===== config.mk =====
export PLATFORM = sky130hd
export DESIGN_NAME = counter_mod_ud
export DESIGN_NICKNAME = d
export VERILOG_FILES = /design/src/rtl/counter_pkg.sv /design/src/rtl/counter_mod_ud_wrap_tally.sv /design/src/rtl/counter_mod_ud.sv
export SDC_FILE = /design/constraint.sdc
export NUM_CORES = 1
export LEC_CHECK = 0
export CAP_MARGIN = 20
export CORE_MARGIN = 4
export CORE_UTILIZATION = 49
export CTS_CLUSTER_SIZE = 24
export DETAILED_ROUTE_END_ITERATION = 8
export PLACE_DENSITY = 0.91
export SLEW_MARGIN = 20
export SYNTH_ARGS = -nofsm -noshare
export SYNTH_HDL_FRONTEND = slang
export SYNTH_SLANG_ARGS = --single-unit

===== constraint.sdc =====
create_clock -name clk -period 2.9 [get_ports clk]
set_input_delay 0.29 -clock clk [delete_from_list [all_inputs] [get_ports clk]]
set_output_delay 0.29 -clock clk [all_outputs]
set_load 0.02 [all_outputs]

===== src/rtl/counter_pkg.sv =====
// counter_pkg: shared types, default parameters and load clamp helper for counter_mod_ud
package counter_pkg;
  typedef enum logic {DIR_DOWN = 1'b0, DIR_UP = 1'b1} cnt_dir_t;
  localparam int CNT_WIDTH = 8;
  localparam int CNT_DEFAULT_N = 5;
  localparam int CNT_WRAP_BITS = 4;
  function automatic logic [31:0] clamp_to_last(input logic [31:0] d, input logic [31:0] last);
    return d > last ? last : d;
  endfunction
endpackage


===== src/rtl/counter_mod_ud_wrap_tally.sv =====
// wrap_tally: counts wraps with a sticky rollover flag; clear beats a simultaneous increment
module wrap_tally #(
  parameter int BITS = 4
) (
  input  logic            clk,
  input  logic            r_n,
  input  logic            inc,
  input  logic            clr,
  output logic [BITS-1:0] cnt,
  output logic            ovf
);
  always_ff @(posedge clk)
    if (!r_n || clr) begin
      cnt <= '0;
      ovf <= 1'b0;
    end else if (inc) begin
      cnt <= cnt + 1'b1;
      ovf <= ovf || &cnt;
    end
endmodule


===== src/rtl/counter_mod_ud.sv =====
// counter_mod_ud: up/down modulo-N counter with shadowed modulus and wrap tally; parallel load enabled by COUNTER_MOD_UD_LOAD_EN
module counter_mod_ud
  import counter_pkg::*;
#(
  parameter int WIDTH     = CNT_WIDTH,
  parameter int DEFAULT_N = CNT_DEFAULT_N,
  parameter int WRAP_BITS = CNT_WRAP_BITS
) (
  input  logic                 clk,
  input  logic                 r_n,
  input  logic                 en,
  input  logic                 up,
  input  logic                 mod_wr,
  input  logic [WIDTH-1:0]     mod_last,
  input  logic                 ld,
  input  logic [WIDTH-1:0]     d,
  input  logic                 wrap_clr,
  output logic [WIDTH-1:0]     q,
  output logic                 co,
  output logic [WIDTH-1:0]     n_last,
  output logic                 mod_pend,
  output logic [WRAP_BITS-1:0] wrap_cnt,
  output logic                 wrap_ovf
);
  localparam logic [WIDTH-1:0] RST_LAST = WIDTH'(DEFAULT_N - 1);
  cnt_dir_t dir;
  logic ld_eff, term, apply;
  logic [WIDTH-1:0] pend_last, last_next, q_step, q_load;
`ifdef COUNTER_MOD_UD_LOAD_EN
  assign ld_eff = ld;
`else
  logic unused_load;
  assign ld_eff = 1'b0;
  assign unused_load = ld;
`endif
  assign dir = cnt_dir_t'(up);
  assign term = dir == DIR_UP ? q == n_last : q == '0;
  assign co = en && term && !ld_eff;
  assign apply = co || ld_eff;
  // modulus only changes on a wrap or load edge, so q never sits above n_last
  assign last_next = !apply ? n_last : mod_wr ? mod_last : mod_pend ? pend_last : n_last;
  assign q_step = dir == DIR_UP ? (term ? '0 : q + 1'b1) : (term ? last_next : q - 1'b1);
  assign q_load = WIDTH'(clamp_to_last(32'(d), 32'(last_next)));
  always_ff @(posedge clk)
    if (!r_n) begin
      q         <= '0;
      n_last    <= RST_LAST;
      pend_last <= RST_LAST;
      mod_pend  <= 1'b0;
    end else begin
      q         <= ld_eff ? q_load : en ? q_step : q;
      n_last    <= last_next;
      pend_last <= mod_wr ? mod_last : pend_last;
      mod_pend  <= !apply && (mod_wr || mod_pend);
    end
  wrap_tally #(.BITS(WRAP_BITS)) u_tally (
    .clk(clk),
    .r_n(r_n),
    .inc(co),
    .clr(wrap_clr),
    .cnt(wrap_cnt),
    .ovf(wrap_ovf)
  );
endmodule


* Word level (Yosys, flattened, before mapping)
Cells that the tools add are included.
** Operators by class
- Equal/unequal tests :: 1
- Muxes and demuxes :: 7
- $add $sub $neg :: 3
- Reductions and logical operators :: 9
** Operators by type and width (count)
- $mux 8 :: 6
- $add 8x1->8 const B :: 1
- $eq 8x8->1 :: 1
- $logic_not 8->1 :: 1
- $sub 8x1->8 const B :: 1
- $add 4x1->4 const B :: 1
- $reduce_and 4->1 :: 1
- $logic_or 1x1->1 :: 3
- $logic_and 1x1->1 :: 2
- $logic_not 1->1 :: 2
- $mux 1 :: 1
** Word-level totals
- Output and inout port bits :: 23
- Bits in registers :: 30
- Bits of input ports :: 23
- Word-level logic and storage cells :: 26

* Longest topological paths before layout
Gate-level depths: netlist of the first run.
- Word-level depth :: 6
- Mapped depth :: 10
- Mapped depth without buffers :: 9

* Hierarchy
A second synthesis of the first run with hierarchy kept.
** Unflattened totals
- Cells, all modules :: 233
- Area total of the unflattened synthesis :: 1910.6 µm²
** By module, submodules not included
- counter_mod_ud :: sequential area each 500.5 µm², area an instance 1691.6 µm², cells an instance 212, times used 1
- wrap_tally :: sequential area each 100.1 µm², area an instance 219.0 µm², cells an instance 21, times used 1

* Least setup slack after synthesis of the first run
Ideal clock, no wire load.
- Kind :: reg-to-reg
- Start :: reg q[0]
- End :: reg u_tally.cnt[3]
- Cell stages (with the launch flop) :: 10
- Arrival time :: 2044 ps
- Clock period less this slack :: 2114 ps
- Required time :: 2830 ps
- Setup time :: 70 ps
- Slack :: 786 ps
- Path buffers :: 1
- Path through :: dfxtp_1 inv_1 ha_1 or3b_1 or2_1 buf_6 nand2_4 nand3_4 or3_1 a21oi_1
** Between the ends
- Cells in the longest elaborated chain, start to end :: 3
- Elaborated cells on any way between the ends :: 4
- Classes of those cells :: eq/ne (1); mux (1); reduce/logical (2)
** RTL lines
- start, declared :: line counter_mod_ud.sv:18 : output logic [WIDTH-1:0] q,
- start signal, assigned :: line counter_mod_ud.sv:51 : q <= ld_eff ? q_load : en ? q_step : q;
- $eq 8x8->1 / $logic_not 8->1 (equally long branches) :: line counter_mod_ud.sv:37 : assign term = dir == DIR_UP ? q == n_last : q == '0;
- $mux 1 * :: line counter_mod_ud.sv:37
- $logic_and 1x1->1 * :: line counter_mod_ud.sv:38 : assign co = en && term && !ld_eff;
- end signal, assigned :: line counter_mod_ud_wrap_tally.sv:17 : cnt <= cnt + 1'b1;
- end, declared :: line counter_mod_ud_wrap_tally.sv:9 : output logic [BITS-1:0] cnt,
Mark *: on every way between the ends. The rest lies on a longest branch, timed or not.
A chain may end at the register's enable or synchronous reset.

* Worst setup path after layout of the first run
- Start :: reg q[0]
- End :: out co
** Between the ends
- Cells in the longest elaborated chain, start to end :: 3
- Elaborated cells on any way between the ends :: 4
- Classes of those cells :: eq/ne (1); mux (1); reduce/logical (2)
** RTL lines
- $eq 8x8->1 / $logic_not 8->1 (equally long branches) :: line counter_mod_ud.sv:37
- $mux 1 * :: line counter_mod_ud.sv:37
- $logic_and 1x1->1 * :: line counter_mod_ud.sv:38
- end, declared :: line counter_mod_ud.sv:19 : output logic co,
Marks and branches as above.

==> impl_metrics.toml, run 1 <==
[run_status]
status = "finished clean"

[layout]
insertedDiodeCount = 0
fillers = 316
multi_input_area_um2 = 1140
final-seq-area_um2 = 601
drive_gt1_share_pct = 9.29
layout.nets = 295
area_delta_synth_final_pct = 27.5

[clock_tree]
cts-resized-gates = 0
worstSkewPairLatency_ps = 290
ctsLongestPathBuffers = 2
path_clk_slew_ps = 60
h-tree-depth = 2
hold_buffers = 0
tritoncts = "done"
cts-root-buf = "clkbuf_8"
postCtsSetupRepairBufs = 0
cts_sinks = 30
cts_inserted_buffers = 5

[flow_run]
drv_cap = 0

[worst_setup_path]
cp-end-kind = "output pin"
critPathArrivalTime_ps = 2490
ff2ff_path_depth = 9
slowest_delay_ps = 600
cp_slowest_cell = "clkdlybuf4s50_1"
crit_path_cell_trace = "inv_1 -> ha_1 -> or3b_1 -> or2_1 -> nand2_4 -> nand3_4 -> inv_2 -> clkdlybuf4s50_1"
cp.required_ps = 2610
critPathMaxFanout = 6
path_class = "flip-flop to output pin"
cp-start-kind = "flip-flop"

[synth]
synth_xor_area_share_pct = 6.22
ys_warn_count = 0
synthArstFlopShare_pct = 0
synth_area_um2 = 1830
synth_compound_area_share_pct = 22.5
yosys.cell_types.count = 47
ys_seq_elements = 30
synthTopCellsByCount = "30 x dfxtp_1, 26 x o21ai_0, 22 x nand2_1, 16 x a21oi_1, 13 x nand3_1"
synth_fa_ha_area_share_pct = 2.73
synth_edf_count = 0
synth_top_flop_cell = "dfxtp_1"
synthSimpleGateAreaFrac_pct = 26.1
synthCells = 231
synth_top_family_by_area = "simple AND/OR/NAND/NOR gates"
avgSynthCellArea_um2 = 7.93
synth_nets = 258
yosysTopAreaCellShare_pct = 32.8
ys_seq_area_share_pct = 32.8
yosysMostFrequentCell = "dfxtp_1"
muxShareOfSynthArea_pct = 4.44
synth.largest_area_cell = "dfxtp_1"
synthTopCellsByArea = "dfxtp_1 33%, o21ai_0 7.1%, xnor2_1 5.7%, nand2_1 4.5%, a21oi_1 4.4%"

[grt]
grt_max_degree = 27
grt_pass1_wl_um = 8220
grt_pass1_vias = 1759
antenna_found_initial = 0
overflow = 0
track_usage_pct = 20.9

[detailed_routing]
ant_nets = 0
drtIter0Drc = 203
totalWireLength_um = 4830
dr.pass1.iters = 4
remaining_drc_errors = 0
routed_via_density = 5.82
vias = 1833
post_drt_wl_per_cell_um = 15.3

[sta]
tightest_slew_ps = 888
rsz0062_at_grt = "false"
fin_crit_ps = 2780
fin_tns_setup_ps = 0
hold_viol = 0
hold_ws_ps = 480
fin_crit_sh_pct = 96.0
relSlewSlack_pct = 40.6
fmax_ghz = 0.359
skew_ps = 4.09
drv_slew = 0
setup_viol = 0

[floorplanning]
die_x_um = 69.1
die-area_um2 = 4780
design.portCount = 46
core_um2 = 3470
rows = 21
start_util_pct = 52.8
fp.dieH_um = 69.1

[placed_design]
place.port_buffers = 36
gp_congestion = 0.969
dp_hpwl_um = 3480

[worst_hold_path]
hold_class = "flip-flop to flip-flop"
holdPathStages = 2

[power_and_ir_drop]
p_per_area_nw_per_um2 = 522
ir_worst_vdd_mv = 0.339
power.leakage_nw = 0.898
## cells by family after synthesis
group | Yosys count
xor+xnor | 13
mux | 8
compound gates | 67
simple gates | 88
flops | 30
fa+ha+maj | 4
buf+inv | 21
## sequential cells by signal (all words and copies together), names as in the netlist
signal,cells
u_tally.cnt,4
n_last,8
pend_last,8
u_tally.ovf,1
mod_pend,1
q,8
## final cells by class
type,instances,share of cell area [%]
clock buffer,7,3.70
clock inverter,1,0.214
inverter,6,0.964
multi-input combinational,180,48.6
sequential,30,25.7
tap,46,2.46
timing repair buffer,45,18.3
## through the flow
| stage | instances | total power, mW | utilization, % | instance area [µm²] | setup WS, ps |
|---|---|---|---|---|---|
| 2_1_floorplan | 231 | 0.745 | - | 1830 | 786 |
| 3_3_place_gp | 307 | 0.857 | 64.7 | 2240 | 488 |
| 3_5_place_dp | 307 | 0.868 | 64.7 | 2240 | 443 |
| 4_1_cts | 315 | 1.22 | 67.4 | 2340 | 117 |
| 5_1_grt | 315 | 1.28 | 67.4 | 2340 | 10.3 |
| 6_report | 315 | 1.22 | 67.4 | 2340 | 116 |
## worst paths after layout
| check | from | to | slack [ps] |
|---|---|---|---|
| max | q[0] | co | 120 |
| min | pend_last[2] | pend_last[2] | 480 |
| max reg2reg | q[0] | u_tally.cnt[3] | 590 |
| min reg2reg | pend_last[2] | pend_last[2] | 480 |
## per-layer routing
layer / part of all wire (%) / vias to the layer above / track usage (%)
li1: - / 893 / -
met5: 0 / - / 0
met4: 2.8 / 0 / 9.11
met1: 44 / 859 / 25.7
met2: 48 / 66 / 35.0
met3: 5.4 / 15 / 4.22
## power breakdown
group | internal (mW) | total (mW) | leakage (nW) | switching [mW]
Sequential | 0.440 | 0.487 | 0.245 | 0.0471
Clock | 0.191 | 0.353 | 0.0482 | 0.162
Combinational | 0.176 | 0.379 | 0.604 | 0.203
Total | 0.807 | 1.22 | 0.898 | 0.412
## cells in the final DEF, fill, tap and decap left out, drive strengths merged, types with 2 or more instances in the layout
cell type / count
buf: 9
o21ai: 27
clkbuf: 7
or2: 3
nand2: 23
inv: 6
dfxtp: 30
nor3b: 3
nand4: 2
or3: 2
nand3: 14
a21boi: 6
and2: 3
a21oi: 16
nor3: 3
xnor2: 12
and3: 6
o211ai: 3
ha: 4
nor2: 11
mux2i: 7
nor2b: 4
clkdlybuf4s50: 36
o31a: 2
a31oi: 3
nand2b: 10
## critical path: cells and delay by family, from the launching register on
family | cells | cell delay, ps
and+or+nand+nor | 4 | 870
adders and majority gates | 1 | 150
buffers and inverters | 3 | 810
DFF | 1 | 370
(Power assumes the default switching activity.)
==> inputs of run 2 (changes only) <==
- CORE_MARGIN: 4 -> not set
- CORE_UTILIZATION: 49 -> 53
- PLACE_DENSITY: 0.91 -> 0.95
- clock period: 2.9 -> 3.4 ns (I/O delays scaled with it)
==> impl_metrics.toml, run 2 (synthesized netlist as in run 1, its figures left out) <==
[worst_setup_path]
cp-start-kind = "flip-flop"
path_class = "flip-flop to output pin"
critPathArrivalTime_ps = 2810
cp.required_ps = 3060
critPathMaxFanout = 16
cp-end-kind = "output pin"

[detailed_routing]
post_drt_wl_per_cell_um = 14.8
drtIter0Drc = 122
vias = 1814
totalWireLength_um = 4540
remaining_drc_errors = 0
ant_nets = 0
routed_via_density = 5.91
dr.pass1.iters = 4

[layout]
drive_gt1_share_pct = 8.37
area_delta_synth_final_pct = 23.0
insertedDiodeCount = 0
reg.largest.list = "n_last: 8 flops, pend_last: 8 flops, q: 8 flops"
layout_commonest_cell = "clkdlybuf4s50_1"
final_cell_area_um2 = 2250
layout_common_cells = "35 x clkdlybuf4s50_1, 30 x dfxtp_1, 26 x o21ai_0"
layout.nets = 290

[clock_tree]
cts_inserted_buffers = 5
postCtsSetupRepairBufs = 0
hold_buffers = 0
ctsLongestPathBuffers = 2
cts_sinks = 30
worstSkewPairLatency_ps = 340
h-tree-depth = 2
tritoncts = "done"
cts-resized-gates = 0
cts-root-buf = "clkbuf_4"
path_clk_slew_ps = 100

[power_and_ir_drop]
p_per_area_nw_per_um2 = 412
power.leakage_nw = 0.858
ir_worst_vdd_mv = 0.221

[placed_design]
placedInstanceArea_um2 = 2200
place.port_buffers = 36
gp_congestion = 0.929
dp_hpwl_um = 3170
dp_slack_ps = 494

[grt]
overflow = 0
grt_max_degree = 34
grt_pass1_wl_um = 7150
track_usage_pct = 26.7
antenna_found_initial = 0
grt_pass1_vias = 1574

[worst_hold_path]
hold_class = "input port to flip-flop"

[sta]
fin_tns_setup_ps = 0
final.setup.worst_slack_ps = 249
skew_ps = 13.9
fin_crit_ps = 3150
rsz0062_at_grt = "false"
fin_crit_sh_pct = 92.7
hold_ws_ps = 443
drv_slew = 0
hold_viol = 0
setup_viol = 0
relSlewSlack_pct = 63.4
tightest_slew_ps = 549
fmax_ghz = 0.317

[floorplanning]
die_x_um = 60.8
rows = 20
design.portCount = 46
core_um2 = 3150
die-area_um2 = 3700
fp.dieH_um = 60.8
start_util_pct = 58.1

[flow_run]
drv_cap = 0

[run_status]
status = "finished clean"
run 2: critical path: stages, from the launching register on:
cell,delay (ps)
dfxtp_1,380
inv_1,130
ha_1,160
or3b_1,400
or2_4,310
nand2_4,100
nand3_4,180
inv_4,180
clkdlybuf4s50_1,620
run 2: area by class of cell:
type / instances / area [µm²]
fillers: 270 / 901
inverters: 6 / 25.0
well taps: 44 / 55.1
clock buffers: 5 / 37.5
clock inverters: 2 / 10.0
multi-input cells: 180 / 1140
flip-flops and latches: 30 / 601
repair buffers: 40 / 385
run 2: power by group:
part	total, mW	switching [mW]	internal (mW)
clock network	0.200	0.125	0.0742
logic	0.314	0.170	0.144
registers	0.415	0.0402	0.375
total	0.929	0.336	0.593
run 2: worst paths after layout:
path | cells past startpoint | start | to | slack (ps)
min reg2reg | 2 | pend_last[5] | pend_last[5] | 490
max reg2reg | 8 | q[0] | u_tally.cnt[3] | 1120
max | 8 | q[0] | co | 250
min | 2 | r_n | pend_last[2] | 440
run 2: metrics by stage:
stage	std cells	util [%]	power [mW]
2_1_floorplan	231	-	0.635
3_3_place_gp	300	69.9	0.715
3_5_place_dp	300	69.9	0.725
4_1_cts	307	71.4	0.922
5_1_grt	307	71.4	0.976
6_report	307	71.4	0.929
run 2: per-layer routing:
layer  vias up  share of wire, %  global-route usage (%)
met5         -                 0                       0
met4         0               2.0                    14.6
met3         9               6.2                    5.12
met2        79                47                    43.6
met1       843                44                    33.0
li1        883                 -                       -
